**config.mk**
```make
export PLATFORM = sky130hd
export DESIGN_NAME = esm_issue_scheduler
export DESIGN_NICKNAME = d
export VERILOG_FILES = /design/src/rtl/esm_issue_scheduler.sv
export SDC_FILE = /design/constraint.sdc
export NUM_CORES = 2
export LEC_CHECK = 0
export CORE_ASPECT_RATIO = 1.25
export CORE_MARGIN = 2
export CORE_UTILIZATION = 40
export CTS_CLUSTER_SIZE = 24
export DETAILED_ROUTE_END_ITERATION = 8
export PLACE_DENSITY = 0.6
export SLEW_MARGIN = 20
export SYNTH_ARGS = -nofsm -noshare
export SYNTH_HDL_FRONTEND = slang
export SYNTH_SLANG_ARGS = --single-unit
```
**constraint.sdc**
```tcl
create_clock -name clk -period 6.8 [get_ports clk]
set_input_delay 1.36 -clock clk [delete_from_list [all_inputs] [get_ports clk]]
set_output_delay 1.36 -clock clk [all_outputs]
set_load 0.02 [all_outputs]
```
**src/rtl/esm_issue_scheduler.sv**
```systemverilog
// Issue scheduler for the ESM instruction buffer: slot allocation, dependency tracking, in-order retire.
// Define ESM_SCHED_INORDER_EN for strict in-order issue; otherwise oldest-ready out-of-order issue.
module esm_issue_scheduler #(
  parameter int bs = 16,
  parameter int IW = 32,
  localparam int SW = $clog2(bs)
) (
  input  logic          clk,
  input  logic          rst_n,
  input  logic          in_valid,
  output logic          in_ready,
  input  logic [IW-1:0] in_instr,
  input  logic          in_null,
  output logic [SW-1:0] alloc_index,
  input  logic [bs-1:0] idt,
  output logic          iss_valid,
  input  logic          iss_ready,
  output logic [SW-1:0] iss_index,
  output logic [IW-1:0] iss_instr,
  input  logic          cmp_valid,
  input  logic [SW-1:0] cmp_index,
  output logic [SW:0]   count,
  output logic          err
);

  localparam logic [bs-1:0] ONE_HOT0 = {{(bs-1){1'b0}}, 1'b1};

  logic [bs-1:0] vld_r, iss_r, done_r;
  logic [bs-1:0] dep_r [bs];
  logic [IW-1:0] instr_r [bs];
  logic [SW-1:0] head_r, tail_r;
  logic [SW:0]   count_r;
  logic          in_ready_r, iss_valid_r, err_r;
  logic [SW-1:0] iss_index_r;
  logic [IW-1:0] iss_instr_r;

  logic          alloc_s, retire_s, load_s, cmp_legal_s, sel_found_s;
  logic [SW-1:0] sel_idx_s, scan_idx_s;
  logic [bs-1:0] ready_s, live_s, cmp_mask_s, tail_mask_s, new_dep_s;
  logic [SW:0]   count_next_s;
`ifdef ESM_SCHED_INORDER_EN
  logic          cand_seen_s;
`endif

  // Handshakes, completion legality and the dependency row captured for the incoming instruction
  always_comb begin
    alloc_s      = in_valid && in_ready_r;
    retire_s     = vld_r[head_r] && done_r[head_r];
    load_s       = !iss_valid_r || iss_ready;
    cmp_legal_s  = cmp_valid && vld_r[cmp_index] && iss_r[cmp_index] && !done_r[cmp_index];
    cmp_mask_s   = cmp_legal_s ? (ONE_HOT0 << cmp_index) : {bs{1'b0}};
    tail_mask_s  = ONE_HOT0 << tail_r;
    live_s       = vld_r & ~done_r;
    new_dep_s    = idt & live_s & ~tail_mask_s & ~cmp_mask_s;
    count_next_s = count_r + (SW+1)'(alloc_s) - (SW+1)'(retire_s);
  end

  // Per-slot readiness: valid, not yet issued, not done, no outstanding producers
  always_comb begin
    ready_s = {bs{1'b0}};
    for (int i = 0; i < bs; i++) begin
      ready_s[i] = vld_r[i] && !iss_r[i] && !done_r[i] && (dep_r[i] == {bs{1'b0}});
    end
  end

  // Oldest-first scan starting at head, wrapping modulo bs
  always_comb begin
    sel_found_s = 1'b0;
    sel_idx_s   = {SW{1'b0}};
    scan_idx_s  = {SW{1'b0}};
`ifdef ESM_SCHED_INORDER_EN
    cand_seen_s = 1'b0;
`endif
    for (int i = 0; i < bs; i++) begin
      scan_idx_s = head_r + SW'(i);
`ifdef ESM_SCHED_INORDER_EN
      // Only the oldest unissued slot may go; if it is blocked, issue stalls
      sel_idx_s   = (!cand_seen_s && vld_r[scan_idx_s] && !iss_r[scan_idx_s]) ? scan_idx_s : sel_idx_s;
      sel_found_s = (!cand_seen_s && vld_r[scan_idx_s] && !iss_r[scan_idx_s]) ? ready_s[scan_idx_s] : sel_found_s;
      cand_seen_s = cand_seen_s || (vld_r[scan_idx_s] && !iss_r[scan_idx_s]);
`else
      sel_idx_s   = (!sel_found_s && ready_s[scan_idx_s]) ? scan_idx_s : sel_idx_s;
      sel_found_s = sel_found_s || ready_s[scan_idx_s];
`endif
    end
  end

  // Slot table: issue marking, completion with column clear, head retire, tail allocate
  always_ff @(posedge clk or negedge rst_n) begin
    if (!rst_n) begin
      vld_r  <= {bs{1'b0}};
      iss_r  <= {bs{1'b0}};
      done_r <= {bs{1'b0}};
      for (int i = 0; i < bs; i++) begin
        dep_r[i]   <= {bs{1'b0}};
        instr_r[i] <= {IW{1'b0}};
      end
    end else begin
      if (load_s && sel_found_s) begin
        iss_r[sel_idx_s] <= 1'b1;
      end
      if (cmp_legal_s) begin
        done_r[cmp_index] <= 1'b1;
        for (int i = 0; i < bs; i++) begin
          dep_r[i][cmp_index] <= 1'b0;
        end
      end
      if (retire_s) begin
        vld_r[head_r]  <= 1'b0;
        iss_r[head_r]  <= 1'b0;
        done_r[head_r] <= 1'b0;
        dep_r[head_r]  <= {bs{1'b0}};
      end
      // A null instruction is born already issued and done so it only waits to retire
      if (alloc_s) begin
        vld_r[tail_r]   <= 1'b1;
        iss_r[tail_r]   <= in_null;
        done_r[tail_r]  <= in_null;
        dep_r[tail_r]   <= new_dep_s;
        instr_r[tail_r] <= in_instr;
      end
    end
  end

  // Head/tail pointers, occupancy and the registered in_ready
  always_ff @(posedge clk or negedge rst_n) begin
    if (!rst_n) begin
      head_r     <= {SW{1'b0}};
      tail_r     <= {SW{1'b0}};
      count_r    <= {(SW+1){1'b0}};
      in_ready_r <= 1'b1;
    end else begin
      head_r     <= head_r + SW'(retire_s);
      tail_r     <= tail_r + SW'(alloc_s);
      count_r    <= count_next_s;
      in_ready_r <= (count_next_s != (SW+1)'(bs));
    end
  end

  // Issue register: reloads when empty or being accepted
  always_ff @(posedge clk or negedge rst_n) begin
    if (!rst_n) begin
      iss_valid_r <= 1'b0;
      iss_index_r <= {SW{1'b0}};
      iss_instr_r <= {IW{1'b0}};
    end else if (load_s) begin
      iss_valid_r <= sel_found_s;
      if (sel_found_s) begin
        iss_index_r <= sel_idx_s;
        iss_instr_r <= instr_r[sel_idx_s];
      end
    end
  end

  // Sticky error on completion of a slot that is not issued-and-pending
  always_ff @(posedge clk or negedge rst_n) begin
    if (!rst_n) begin
      err_r <= 1'b0;
    end else if (cmp_valid && !cmp_legal_s) begin
      err_r <= 1'b1;
    end
  end

  assign in_ready    = in_ready_r;
  assign alloc_index = tail_r;
  assign iss_valid   = iss_valid_r;
  assign iss_index   = iss_index_r;
  assign iss_instr   = iss_instr_r;
  assign count       = count_r;
  assign err         = err_r;

endmodule
```
# Word level (Yosys, flattened, before mapping)
# Index checks and enable logic that the tools add are counted.
# word_totals
ff_bits,868
word_cells,379
# op_classes
n_addsub,19
n_lt_le_gt_ge,28
eq_ne,1
shift,2
muxes,91
bitwise_logic,36
n_reduce_logical,159
# ops
cell,n
$mux 256,3
$bwmux 512,1
$and 16x16->16,23
$and 256x256->256,1
$bwmux 256,1
$logic_not 16->1,16
$not 256->256,1
$mux 16,11
$bmux 32 s4,1
$demux 16 s4,2
$demux 32 s4,1
$mux 32,3
$lt 4x5->1 const B,19
$bmux 1 s4,21
$not 16->16,5
$logic_and 1x1->1,76
$mux 4,16
$logic_not 1->1,50
$or 16x16->16,3
$add 4x4->4 const B,8
$bwmux 16,2
$shl 1x4->16 const A,2
$mux 1,25
$add 4x3->4 const B,4
13 further kinds,41

# Longest topological paths before layout
# depth
word_depth,33
depth_mapped,25

# Worst setup path after synthesis
# Ideal clock, no wire load.
# synth_path
path_kind,register to register
start,register head_r[0]
end,register iss_instr_r[10] (netlist: iss_instr[10])
setup_time_ps,94
t_arrival_ps,5238
required_time_ps,6706
slack_ps,1468
stages_incl_launch_ff,22
path_buffers,5
synth_period_minus_slack_ps,5332
cell_sequence,dfrtp_1 > inv_1 > buf_2 > clkbuf_1 > ha_1 > inv_2 > buf_2 > or4_1 > o22ai_1 > mux4_2 > a211o_1 > nor3_1 > nand3_2 > nor4_4 > and2_1 > a211oi_1 > a21oi_1 > buf_4 > buf_2 > mux2i_1 > mux2i_1 > a221oi_2
# synth_via
elab_chain_cells,24
elab_cells_between_ends,113
classes_between,add/sub (15); mux (51); bitwise (1); reduce/logical (46)
# synth_rtl
item,line,text
start: declaration,31,"logic [SW-1:0] head_r, tail_r;"
start signal: assignment,128,head_r <= {SW{1'b0}};
start signal: assignment,133,head_r <= head_r + SW'(retire_s);
$add 4x1->4,75,scan_idx_s = head_r + SW'(i);
$bmux 1 s4,"82, 83",
$mux 1 (not written as such),"82, 83",
$logic_or 1x1->1,83,sel_found_s = sel_found_s || ready_s[scan_idx_s];
$logic_not 1->1 / $logic_or 1x1->1 (equally long branches),"82, 83",
"$logic_and 1x1->1, or another cell as far along",82,sel_idx_s = (!sel_found_s && ready_s[scan_idx_s]) ? scan_idx_s : sel_idx_s;
"$mux 4, or another cell as far along (12 in a row)",82,
$mux 4 / $logic_and 1x1->1 (equally long branches),82,
$mux 4,82,
$not 4->5 (not written as such),150,iss_instr_r <= instr_r[sel_idx_s];
$bmux 32 s4,150,
$mux 32 (not written as such) (2 in a row),150,
end signal: assignment,145,iss_instr_r <= {IW{1'b0}};
end signal: assignment,150,
end: declaration,35,logic [IW-1:0] iss_instr_r;
# Several ways; a longest one is shown, not always the timed one. The select of a mux whose other input is x is not followed.
# A chain may end at the register's enable or synchronous reset.

# Worst setup path after layout
# layout_path
start,register dep_r[33] in the netlist's numbering
end,register iss_instr_r[18] (netlist: iss_instr[18])
# layout_via
elab_chain_cells,25
elab_cells_between_ends,100
classes_between,mux (51); bitwise (1); reduce/logical (48)
# layout_rtl
item,line,text
start: declaration,29,logic [bs-1:0] dep_r [bs];
start signal: indexed assignment,95,dep_r[i] <= {bs{1'b0}};
start signal: indexed assignment,112,dep_r[head_r] <= {bs{1'b0}};
start signal: indexed assignment,119,dep_r[tail_r] <= new_dep_s;
$logic_not 16->1 *,62,ready_s[i] = vld_r[i] && !iss_r[i] && !done_r[i] && (dep_r[i] == {bs{1'b0}});
$logic_and 1x1->1 *,62,
$bmux 1 s4,"82, 83",
$mux 1 (not written as such),"82, 83",
$logic_not 1->1 / $logic_or 1x1->1 (equally long branches),"82, 83",
"$logic_and 1x1->1, or another cell as far along",82,
"$mux 4, or another cell as far along (13 in a row)",82,
$mux 4 / $logic_and 1x1->1 (equally long branches),82,
$mux 4,82,
$not 4->5 (not written as such),150,
$bmux 32 s4,150,
$mux 32 (not written as such) (2 in a row),150,
# Every way passes the cells marked *; elsewhere a longest branch is shown, timed or not. The select of a mux whose other input is x is not followed.

==> summary.md <==
| Metric | Value |
|---|---|
| Run status | `finished clean` |
| Effective utilization at floorplan | `40.2%` |
| Final-layout fill cell count | `9859` |
| Critical Setup Path Class | `flip-flop to flip-flop` |
| Crit path from | `dep_r[33]` |
| DP Worst Slack | `0.684 ns` |
| Unrepaired setup endpoints after global routing | `no` |
| TritonCTS clock tree | `built` |
| DIE AREA | `111000 µm²` |
| Tightest slew margin relative to the limit | `23.0%` |
| Top flip-flop cell by instance count after synthesis | `sky130_fd_sc_hd__dfrtp_1` |
| Final Non-Filler Cells | `between 5000 and 6000` |
| Number of CTS-inserted buffers | `91` |
| Critical-path top delay cell | `sky130_fd_sc_hd__o31ai_4` |
| Post-route DRC violation count | `0` |
| Height of the die | `373 µm` |
| Overall overflow remaining after global route | `0` |
| Netlist cell types | `98` |
| Count of cells resized by post-cts repair | `0` |
| Shortest clock period the worst path allows after layout | `6.26 ns` |
| GRT Overall Usage | `24.7%` |
| Maximum count of clock buffers along a single path | `3` |
| Number of hold-slack violations in the final timing report | `0` |
| Mean instance size in the synthesized netlist | `12.6 µm²` |
| Min setup slack post-route | `around 0.54 ns` |
| Initial DRC count | `2564` |
| Boundary pin count | `roughly 110` |
| Total Negative Setup Slacks | `0 ns` |
| Transition time of the tightest slew-check pin | `roughly 1.2 ns` |
| Synthesized instance count | `3447` |
| Detail Route Antenna Nets | `0` |
| Rows | `135` |
| Pin count of the biggest net entering global routing | `163` |
| Post-Syn Area | `43500 µm²` |
| Root buf cell | `sky130_fd_sc_hd__clkbuf_16` |
| Post-CTS setup buffers | `0` |
| Biggest area contributors in the synthesized netlist | `sky130_fd_sc_hd__dfrtp_1 50%, sky130_fd_sc_hd__mux2_2 13%, sky130_fd_sc_hd__mux2i_1 8.3%` |
| WP data required | `between 7 and 8 ns` |
| Flop2flop setup slack | `0.54 ns` |
| Number of nets in the final layout | `approximately 3600` |
| Via count of the first global-routing pass | `around 31000` |
| Area growth syn-to-layout | `15.0%` |
| Dpl hpwl | `~90 mm` |
| Share of the clock period used by the worst path | `between 90% and 100%` |
| Weighted congestion reported at the end of routability-driven placement | `1.01` |
| Number of antenna violations at the first check in global routing | `3` |
| First-pass iteration count of the detailed router | `6` |
| Routed via count | `roughly 31000` |
| Count of maximum capacitance violations | `0` |
| Crit Reg-Reg Startpoint | `dep_r[33]` |
| Worst EP arrival | `6.78 ns` |
| Reg clk slew, reported paths | `roughly 0.060 ns` |
| Vias per std cell | `6.16` |
| Count of input and output buffers | `105` |
| Placed Cells | `4895` |
| Critical Path, Cell by Cell | `nor4_1 -> nand2_1 -> o32ai_1 -> buf_4 -> mux2i_1 -> mux4_2 -> nor4bb_1 -> buf_4 -> nand4_4 -> or2b_1 -> nand3_2 -> o31ai_4 -> buf_4 -> buf_4 -> mux2i_1 -> mux2i_1 -> mux2i_1 -> a221oi_2` |
| Ant. Diodes | `0` |
| Endpoint type of the worst setup path | `flip-flop` |
| Async set or reset register ratio after synthesis | `100%` |
| Global-route wire length before repair | `between 200 and 250 mm` |
| Count of yosys warnings during synthesis | `0` |
| CP peak stage delay | `0.98 ns` |
| Nature of the critical path startpoint | `flip-flop` |
| Fraction of synthesized cell area taken by the top area cell type | `49.9%` |
| Final wirelength | `138 mm` |
| Routed wire length per instance | `~27 µm` |
| EDFF count, synth | `0` |
| Slew Limit Fails | `0` |
| Hold Buf Count CTS | `0` |
| Min-delay src | `err` |
| Worst Skew | `~0.031 ns` |
| Cell depth of the worst flop-to-flop path | `18` |
| Number of cells on the worst hold path | `1` |
| Maximum fanout encountered on the critical timing path | `20` |
| Layout cell share with drive strength beyond 1 | `between 20% and 30%` |
| Fmax achieved | `0.160 GHz` |
| Yosys reg bits | `868` |
| Sequential fraction of the synthesis area | `49.9%` |
| Final setup violation count | `0` |
| Largest area contributor in the netlist | `sky130_fd_sc_hd__dfrtp_1` |
| Area of the core | `108000 µm²` |
| Later-pin clock latency in the skew report | `0.67 ns` |
| Type of the tightest min-delay check | `flip-flop to flip-flop` |
| TritonCTS Sinks | `868` |
| Die Span X | `299 µm` |
| Max H-tree Level | `3` |
| Mapped Nets | `around 3500` |
stage by stage:
stage	cell area, µm²	hold slack, ns	utilization [%]
after global routing	50000	0.510	46.3
after global placement	46900	0.459	43.4
after CTS	50000	0.479	46.3
final	50000	0.480	46.3
after floorplan	43500	0.472	-
after detailed placement	46900	0.461	43.4
cells in the final DEF, fill, tap and decap left out, types with 24 or more instances in the layout:
master,Yosys,layout
sky130_fd_sc_hd__a21o_1,31,31
sky130_fd_sc_hd__a21oi_1,56,55
sky130_fd_sc_hd__a32o_1,240,240
sky130_fd_sc_hd__and3_1,24,24
sky130_fd_sc_hd__buf_4,16,161
sky130_fd_sc_hd__clkbuf_16,0,92
sky130_fd_sc_hd__clkdlybuf4s50_1,0,104
sky130_fd_sc_hd__dfrtp_1,867,867
sky130_fd_sc_hd__inv_1,47,47
sky130_fd_sc_hd__mux2_2,521,521
sky130_fd_sc_hd__mux2i_1,359,359
sky130_fd_sc_hd__mux4_2,47,47
sky130_fd_sc_hd__nand2_1,129,129
sky130_fd_sc_hd__nand3_1,87,87
sky130_fd_sc_hd__nor2_1,95,83
sky130_fd_sc_hd__nor3_1,73,68
sky130_fd_sc_hd__nor4_1,50,48
sky130_fd_sc_hd__o21ai_0,46,46
sky130_fd_sc_hd__o22ai_1,37,37
sky130_fd_sc_hd__or4_1,34,34
sequential cells by signal, summed over array words and instances, names as in the netlist:
| name | flops |
|---|---|
| done_r | 16 |
| dep_r | 256 |
| iss_instr | 32 |
| err | 1 |
| in_ready | 1 |
| vld_r | 16 |
| iss_r | 16 |
| iss_valid | 1 |
| instr_r | 512 |
| alloc_index | 4 |
| iss_index | 4 |
| count | 5 |
| head_r | 4 |
cell type report:
type | count | area (µm²) | share of cell area, %
clock buffer | 129 | 2650 | 5.30
tap | 1438 | 1800 | 3.60
clock inverter | 32 | 477 | 0.953
sequential | 868 | 21700 | 43.4
inverter | 50 | 188 | 0.375
multi-input combinational | 2251 | 20500 | 40.9
timing repair buffer | 288 | 2710 | 5.41
final timing paths:
| check | to |
|---|---|
| max in group asynchronous | instr_r[467] |
| min in group asynchronous | vld_r[15] |
| max | iss_instr[18] |
| max reg2reg | iss_instr[18] |
| min | err |
| min reg2reg | err |
worst max-delay path, delay by kind of cell, from the launching register on:
kind / cells / cell delay [ns]
AND/OR/NAND/NOR: 6 / 1.48
flip-flops: 1 / 0.39
multiplexers: 5 / 1.22
AO/OA/AOI/OAI: 3 / 1.71
buffers and inverters: 4 / 1.29
logic make-up (layout without fill, tap and decap cells):
group           count (synthesis)  after routing  share of synthesized area, %
xor+xnor                       22             22                         0.443
compound gates                606            606                          11.9
simple gates                  667            667                          9.03
flops                         868            868                          49.9
fa+ha+maj                      23             23                         0.679
buf+inv                       328            499                          3.49
mux                           933            933                          24.5
cell usage after synthesis, types with 10 or more instances:
| cell | count |
|---|---|
| sky130_fd_sc_hd__a22o_1 | 14 |
| sky130_fd_sc_hd__or3_1 | 13 |
| sky130_fd_sc_hd__mux2i_1 | 359 |
| sky130_fd_sc_hd__nor2_1 | 95 |
| sky130_fd_sc_hd__o22ai_1 | 37 |
| sky130_fd_sc_hd__nor3b_1 | 10 |
| sky130_fd_sc_hd__ha_1 | 22 |
| sky130_fd_sc_hd__nand3b_1 | 19 |
| sky130_fd_sc_hd__a211oi_1 | 10 |
| sky130_fd_sc_hd__a221oi_2 | 22 |
| sky130_fd_sc_hd__a21oi_1 | 56 |
| sky130_fd_sc_hd__mux4_2 | 47 |
| sky130_fd_sc_hd__o211ai_1 | 12 |
| sky130_fd_sc_hd__xnor2_1 | 16 |
| sky130_fd_sc_hd__clkbuf_1 | 201 |
| sky130_fd_sc_hd__nor3_1 | 73 |
| sky130_fd_sc_hd__buf_6 | 15 |
| sky130_fd_sc_hd__o31ai_1 | 10 |
| sky130_fd_sc_hd__mux2_2 | 521 |
| sky130_fd_sc_hd__nor4_2 | 14 |
| sky130_fd_sc_hd__inv_1 | 47 |
| sky130_fd_sc_hd__a32o_1 | 240 |
| sky130_fd_sc_hd__nand2b_1 | 14 |
| sky130_fd_sc_hd__and3_1 | 24 |
| sky130_fd_sc_hd__a21o_1 | 31 |
| sky130_fd_sc_hd__nor4_1 | 50 |
| sky130_fd_sc_hd__dfrtp_1 | 867 |
| sky130_fd_sc_hd__buf_4 | 16 |
| sky130_fd_sc_hd__nand3_1 | 87 |
| sky130_fd_sc_hd__o21ai_0 | 46 |
| sky130_fd_sc_hd__buf_2 | 34 |
| sky130_fd_sc_hd__o32ai_1 | 19 |
| sky130_fd_sc_hd__nor4b_2 | 12 |
| sky130_fd_sc_hd__nand4_1 | 20 |
| sky130_fd_sc_hd__and2_1 | 14 |
| sky130_fd_sc_hd__nand2_1 | 129 |
| sky130_fd_sc_hd__or4_1 | 34 |
per-layer routing:
metal  global-route usage [%]  share of wire (%)  up-vias  wire length [µm]
li1                         -                  -    13500                 -
met1                     32.3                 42    16300             57900
met2                     39.7                 47     1103             65400
met3                     4.69                6.3      264              8760
met4                     10.8                4.5        6              6280
met5                        0              0.025        -                34
Power is not shown: default switching activity piles up to over one toggle a cycle in this logic, so the estimate is an artifact.
